### src/rtl/stage3_pkg.sv
// Shared encodings for the stage-3 RV32M execute unit: funct3 selectors,
// FSM states and the writeback-select code used for M-op results.
package stage3_pkg;

  localparam logic [2:0] F3_MUL    = 3'b000;
  localparam logic [2:0] F3_MULH   = 3'b001;
  localparam logic [2:0] F3_MULHSU = 3'b010;
  localparam logic [2:0] F3_MULHU  = 3'b011;
  localparam logic [2:0] F3_DIV    = 3'b100;
  localparam logic [2:0] F3_DIVU   = 3'b101;
  localparam logic [2:0] F3_REM    = 3'b110;
  localparam logic [2:0] F3_REMU   = 3'b111;

  localparam logic [1:0] RD_SEL_EM = 2'b00;

  typedef enum logic [1:0] {
    ST_IDLE = 2'd0,
    ST_BUSY = 2'd1,
    ST_DONE = 2'd2
  } state_t;

  function automatic logic is_div(input logic [2:0] f3);
    return f3[2];
  endfunction

endpackage

### src/rtl/stage3_muldiv_iter.sv
// Radix-2 iterative multiply/divide core: magnitude datapath, 32-step
// sequencer, early-out for divide special cases and final sign fix-up.
module muldiv_iter
  import stage3_pkg::*;
#(
  parameter int XLEN     = 32,
  parameter bit FAST_MUL = 1'b0
) (
  input  logic            clk,
  input  logic            reset,
  input  logic            start,
  input  logic [2:0]      op,
  input  logic [XLEN-1:0] a,
  input  logic [XLEN-1:0] b,
  output logic            busy,
  output logic            done,
  output logic [XLEN-1:0] result
);

  localparam int CW = $clog2(XLEN);

  state_t            state;
  logic [CW-1:0]     count;
  logic [2:0]        op_q;
  logic [XLEN-1:0]   hi, lo, b_q;
  logic              sa, sb;

  logic              a_signed, b_signed, s_a, s_b, div_zero, ovf, fast;
  logic [XLEN-1:0]   mag_a, mag_b;
  logic [2*XLEN-1:0] fast_prod;

  assign a_signed = (op == F3_MULH) | (op == F3_MULHSU) | (op == F3_DIV) | (op == F3_REM);
  assign b_signed = (op == F3_MULH) | (op == F3_DIV) | (op == F3_REM);
  assign s_a      = a_signed & a[XLEN-1];
  assign s_b      = b_signed & b[XLEN-1];
  assign mag_a    = s_a ? -a : a;
  assign mag_b    = s_b ? -b : b;
  assign div_zero = is_div(op) & (b == '0);
  assign ovf      = ((op == F3_DIV) | (op == F3_REM)) & (a == {1'b1, {(XLEN-1){1'b0}}}) & (b == '1);
  assign fast     = FAST_MUL & ~is_div(op);
  assign fast_prod = (2*XLEN)'(mag_a) * (2*XLEN)'(mag_b);

  // hi:lo is the 64-bit product for multiplies, remainder:quotient for divides
  logic [XLEN:0]   sum, shifted, diff;
  logic [XLEN-1:0] hi_n, lo_n;

  always_comb begin
    sum     = {1'b0, hi} + (lo[0] ? {1'b0, b_q} : '0);
    shifted = {hi, lo[XLEN-1]};
    diff    = shifted - {1'b0, b_q};
    hi_n    = sum[XLEN:1];
    lo_n    = {sum[0], lo[XLEN-1:1]};
    if (is_div(op_q)) begin
      if (!diff[XLEN]) begin
        hi_n = diff[XLEN-1:0];
        lo_n = {lo[XLEN-2:0], 1'b1};
      end else begin
        hi_n = shifted[XLEN-1:0];
        lo_n = {lo[XLEN-2:0], 1'b0};
      end
    end
  end

  logic [2*XLEN-1:0] prod_s;
  logic [XLEN-1:0]   quo_s, rem_s;

  always_comb begin
    prod_s = (sa ^ sb) ? -{hi, lo} : {hi, lo};
    quo_s  = (sa ^ sb) ? -lo : lo;
    rem_s  = sa ? -hi : hi;
    case (op_q)
      F3_MUL:                        result = prod_s[XLEN-1:0];
      F3_MULH, F3_MULHSU, F3_MULHU:  result = prod_s[2*XLEN-1:XLEN];
      F3_DIV, F3_DIVU:               result = quo_s;
      default:                       result = rem_s;
    endcase
  end

  assign busy = (state == ST_BUSY);
  assign done = (state == ST_DONE);

  always_ff @(posedge clk) begin
    if (reset) begin
      state <= ST_IDLE;
      count <= '0;
      op_q  <= '0;
      hi    <= '0;
      lo    <= '0;
      b_q   <= '0;
      sa    <= 1'b0;
      sb    <= 1'b0;
    end else begin
      case (state)
        ST_IDLE: begin
          if (start) begin
            op_q <= op;
            b_q  <= mag_b;
            sa   <= s_a;
            sb   <= s_b;
            // Special cases preload final magnitudes with signs cleared
            if (div_zero) begin
              hi    <= a;
              lo    <= '1;
              sa    <= 1'b0;
              sb    <= 1'b0;
              state <= ST_DONE;
            end else if (ovf) begin
              hi    <= '0;
              lo    <= {1'b1, {(XLEN-1){1'b0}}};
              sa    <= 1'b0;
              sb    <= 1'b0;
              state <= ST_DONE;
            end else if (fast) begin
              {hi, lo} <= fast_prod;
              state    <= ST_DONE;
            end else begin
              hi    <= '0;
              lo    <= mag_a;
              count <= CW'(XLEN-1);
              state <= ST_BUSY;
            end
          end
        end
        ST_BUSY: begin
          hi    <= hi_n;
          lo    <= lo_n;
          count <= count - 1'b1;
          if (count == '0) state <= ST_DONE;
        end
        default: state <= ST_IDLE;
      endcase
    end
  end

endmodule

### src/rtl/stage3_muldiv.sv
// Stage-3 execute unit: passes ALU results through the EX/MEM register and
// stalls upstream while an RV32M op runs on the iterative core.
module stage3_muldiv
  import stage3_pkg::*;
#(
  parameter int XLEN     = 32,
  parameter bit FAST_MUL = 1'b0
) (
  input  logic            clk,
  input  logic            reset,
  input  logic            in_valid,
  input  logic            m_op,
  input  logic [2:0]      funct3,
  input  logic [XLEN-1:0] rv1,
  input  logic [XLEN-1:0] rv2,
  input  logic [XLEN-1:0] alu_result,
  input  logic [4:0]      rd_in,
  input  logic [1:0]      rd_sel_in,
  output logic            stall,
  output logic [XLEN-1:0] rwdata_em,
  output logic [1:0]      rd_sel,
  output logic [4:0]      rd_em,
  output logic            wb_en
);

  logic            busy, done, idle, start;
  logic [4:0]      rd_q;
  logic [XLEN-1:0] md_result;

  // DONE is excluded so the still-present M-op cannot retrigger the core
  assign idle  = ~busy & ~done;
  assign start = idle & in_valid & m_op;
  assign stall = start | busy;

  muldiv_iter #(
    .XLEN     (XLEN),
    .FAST_MUL (FAST_MUL)
  ) u_iter (
    .clk    (clk),
    .reset  (reset),
    .start  (start),
    .op     (funct3),
    .a      (rv1),
    .b      (rv2),
    .busy   (busy),
    .done   (done),
    .result (md_result)
  );

  always_ff @(posedge clk) begin
    if (reset) begin
      rd_q      <= '0;
      rwdata_em <= '0;
      rd_sel    <= '0;
      rd_em     <= '0;
      wb_en     <= 1'b0;
    end else begin
      if (start) rd_q <= rd_in;
      if (!stall && done) begin
        rwdata_em <= md_result;
        rd_sel    <= RD_SEL_EM;
        rd_em     <= rd_q;
        wb_en     <= 1'b1;
      end else if (!stall && in_valid && !m_op) begin
        rwdata_em <= alu_result;
        rd_sel    <= rd_sel_in;
        rd_em     <= rd_in;
        wb_en     <= 1'b1;
      end else begin
        rwdata_em <= '0;
        rd_sel    <= '0;
        rd_em     <= '0;
        wb_en     <= 1'b0;
      end
    end
  end

endmodule

### config.mk
export PLATFORM = sky130hd
export DESIGN_NAME = stage3_muldiv
export DESIGN_NICKNAME = d
export VERILOG_FILES = /design/src/rtl/stage3_pkg.sv /design/src/rtl/stage3_muldiv_iter.sv /design/src/rtl/stage3_muldiv.sv
export SDC_FILE = /design/constraint.sdc
export NUM_CORES = 1
export LEC_CHECK = 0
export ABC_CLOCK_PERIOD_IN_PS = 4700
export CORE_MARGIN = 3
export CORE_UTILIZATION = 30
export CTS_BUF_LIST = sky130_fd_sc_hd__clkbuf_8
export CTS_CLUSTER_SIZE = 10
export DETAILED_ROUTE_END_ITERATION = 12
export DONT_BUFFER_PORTS = 1
export GPL_TIMING_DRIVEN = 0
export PLACE_DENSITY = 0.41
export SYNTH_ARGS = -nofsm -noshare
export SYNTH_HDL_FRONTEND = slang
export SYNTH_HIERARCHICAL = 1
export SYNTH_SLANG_ARGS = --single-unit
### constraint.sdc
create_clock -name clk -period 4.7 [get_ports clk]
set_input_delay 0 -clock clk [delete_from_list [all_inputs] [get_ports clk]]
set_output_delay 0 -clock clk [all_outputs]
set_load 0.02 [all_outputs]
==> results.json <==
{
  "grt.total_usage_pct": 27.9,
  "cts_sinks": 153,
  "ys_ff_latch": 153,
  "vias": 16100,
  "max_stage_delay_ps": 520,
  "nets": 2271,
  "synth_fp_nets": 2109,
  "crit_family": "buffers and inverters",
  "synth-warning-count": 6,
  "met2_usage_pct": 46.5,
  "drive_gt1_share_pct": 4.66,
  "place_inst": 2526,
  "synth_edf_count": 0,
  "worstSkewPairLatency_ps": 580,
  "slowest_stage": "a221oi_1",
  "min_path_type": "input pin to flip-flop",
  "relSlewSlack_pct": 23.3,
  "yosysSeqAreaShare_pct": 21.8,
  "synthToLayoutAreaGrowth_pct": 18.9,
  "portBuffers": 0,
  "cts_buffers": 17,
  "root_buffer": "clkbuf_8",
  "power_density_nw_per_um2": 777,
  "row_count": 78,
  "postRouteAntennaNets": 0,
  "timing.final.crit_share_pct": 97.4,
  "avgViaCountPerCell": 5.95,
  "use_met1_pct": 34.7,
  "die_w_um": 223,
  "setup_viol": 0,
  "tightest_slew_ps": 1150,
  "avgSynthCellArea_sq_um": 7.31,
  "cts_tree": "done",
  "slew_violations": 0,
  "coreArea_sq_um": 45900,
  "grt_max_degree": 19,
  "fin_area_sq_um": 16700,
  "cellLeakagePower_nw": 6.23,
  "path_clk_slew_ps": 110,
  "antenna_found_initial": 3,
  "synth-main-ff-cell": "dfxtp_1",
  "dieArea_sq_um": 49600,
  "drtIter0Drc": 1373,
  "crit_fanout": 15,
  "synthesis.area_sq_um": 14100,
  "place.detailed.hpwl_um": 54700,
  "synthCells": 1926,
  "peakVddDrop_v": 0.000232,
  "gr-max-usage-layer": "met2",
  "maxCapViolCount": 0,
  "htree_num_levels": 4,
  "critical_path_class": "flip-flop to flip-flop",
  "final_util_pct": 36.5,
  "critPathLaunchType": "flip-flop",
  "yosysUniqueCellTypes": 82,
  "outcome": "complete, no violations",
  "yosys.area.top_type_share_pct": 21.8,
  "synth_async_sr_flop_share_pct": 0,
  "finalSetupTns_ps": 0,
  "required_ps": 5130,
  "drc": 0,
  "synth.largest_area_cell": "dfxtp_1",
  "place.gp.congestion": 1.00,
  "cts_buffer_depth": 2,
  "grt_setup_unrepaired": "no",
  "end_kind": "flip-flop",
  "die_h_um": 223,
  "synthTopCellsByCount": "nor2_1 (224), a21oi_1 (176), nand2_1 (163)",
  "power_mw": 13.0,
  "skew_ps": 24.4,
  "first_pass_iters": 6,
  "use_met3_pct": 4.90,
  "n_fill_cell": 5064,
  "final_cells": 2703,
  "grt_pass1_vias": 15700,
  "grt.overflow.total": 0,
  "totalWireLength_um": 71300,
  "num_io_pins": 151,
  "ys_top_cells_by_area": "dfxtp_1 (22%), ha_1 (6.3%), a21oi_1 (6.3%)",
  "worst-path-buf-inv": 8,
  "crit_chain": "nand2b_1, clkbuf_1, inv_2, clkbuf_2, clkbuf_4, nor4bb_2, buf_4, nor2_1, or2_2, clkbuf_1, clkbuf_1, clkbuf_1, a221oi_1, nor3_1",
  "cp_common_cell": "clkbuf_1",
  "start_util_pct": 30.7,
  "wl_per_cell_um": 26.4,
  "period_minus_slack_ps": 4580,
  "grt_pass1_wl_um": 103000,
  "fmax_mhz": 218,
  "hold_viol": 0,
  "synth_most_common_cell": "nor2_1",
  "worst-endpoint-arrival_ps": 5010,
  "place_area_sq_um": 14800
}
## kinds of logic after synthesis
group,share of synthesized area [%]
AOI/OAI and AO/OA,30.4
xor gates and xnor gates,10.7
adders and majority gates,6.60
buffers and inverters,5.80
DFF,21.8
muxes,3.70
and+or+nand+nor,21.0
## power by group
group	switching [mW]	leakage, nW	internal (mW)	total (mW)
combinational	6.23	4.78	3.22	9.45
clock	0.723	0.199	0.408	1.13
sequential	0.702	1.25	1.72	2.42
total	7.66	6.23	5.35	13.0
## final timing paths
path	start	to	slack, ps	cells past startpoint
max	u_iter/state[1]$_SDFFE_PP0P_	u_iter/hi[13]$_SDFFE_PP0P_	120	14
min	rv2[3]	u_iter/b_q[9]$_SDFFE_PP0P_	60	6
max reg2reg	u_iter/state[1]$_SDFFE_PP0P_	u_iter/hi[13]$_SDFFE_PP0P_	120	14
min reg2reg	u_iter/b_q[16]$_SDFFE_PP0P_	u_iter/b_q[16]$_SDFFE_PP0P_	460	2
## flip-flops by register name, indices dropped and copies added, names as in the netlist
signal	cells
rd_q	5
u_iter/sa	1
u_iter/b_q	32
rd_sel	2
u_iter/state	2
wb_en	1
u_iter/op_q	3
u_iter/lo	32
u_iter/count	5
rd_em	5
u_iter/hi	32
u_iter/sb	1
rwdata_em	32
## tightest hold or removal path, cell delays in order
cell and delay [ps]:
or4_1 150, nor2_1 70, nand2_1 60, nand2_1 50, xor2_1 160, a211oi_1 90
## layer usage
metal / part of all wire [%] / vias to the layer above
li1: - / 7444
met1: 42 / 7750
met2: 47 / 752
met3: 6.7 / 139
met4: 4.7 / 0
met5: 0 / -
## layout make-up
cell class              count  area (sq um)  share of cell area (%)
diodes                      2          5.00                  0.0299
plain buffers             134           569                    3.40
clock buffers              17           234                    1.40
clock inverters            15           183                    1.09
inverters                  70           263                    1.57
multi-input cells        1569         10200                    61.2
flip-flops and latches    153          3060                    18.3
well taps                 600           751                    4.48
repair buffers            143          1430                    8.55
## per-stage QoR
stage	setup slack, ps	hold slack (ps)
global placement	-935	124
detailed placement	-965	126
finish	122	56.6
CTS	26.0	1.58
global route	46.4	68.8
floorplan	1050	122
## timing repair
item,in CTS,in global routing
gates cloned,0,0
endpoints found under the setup margin,94,24
hold buffers,143,0
gates resized for setup,11,14
pin swaps,0,1
endpoints found under the hold margin,143,0
setup buffers,0,0
## placed cells by master (no fill, tap or decap), types with 28 or more instances in the layout
cell	Yosys	routed
a211oi_1	55	55
a21oi_1	176	175
a221oi_1	44	44
a22o_1	28	28
clkbuf_1	111	104
dfxtp_1	153	153
dlygate4sd3_1	0	143
ha_1	71	71
inv_1	69	69
mux2i_1	43	43
nand2_1	163	163
nand3_1	31	31
nor2_1	224	222
nor3_1	44	43
o21ai_0	124	124
xnor2_1	79	79
xor2_1	93	93
(Power assumes the default switching activity.)
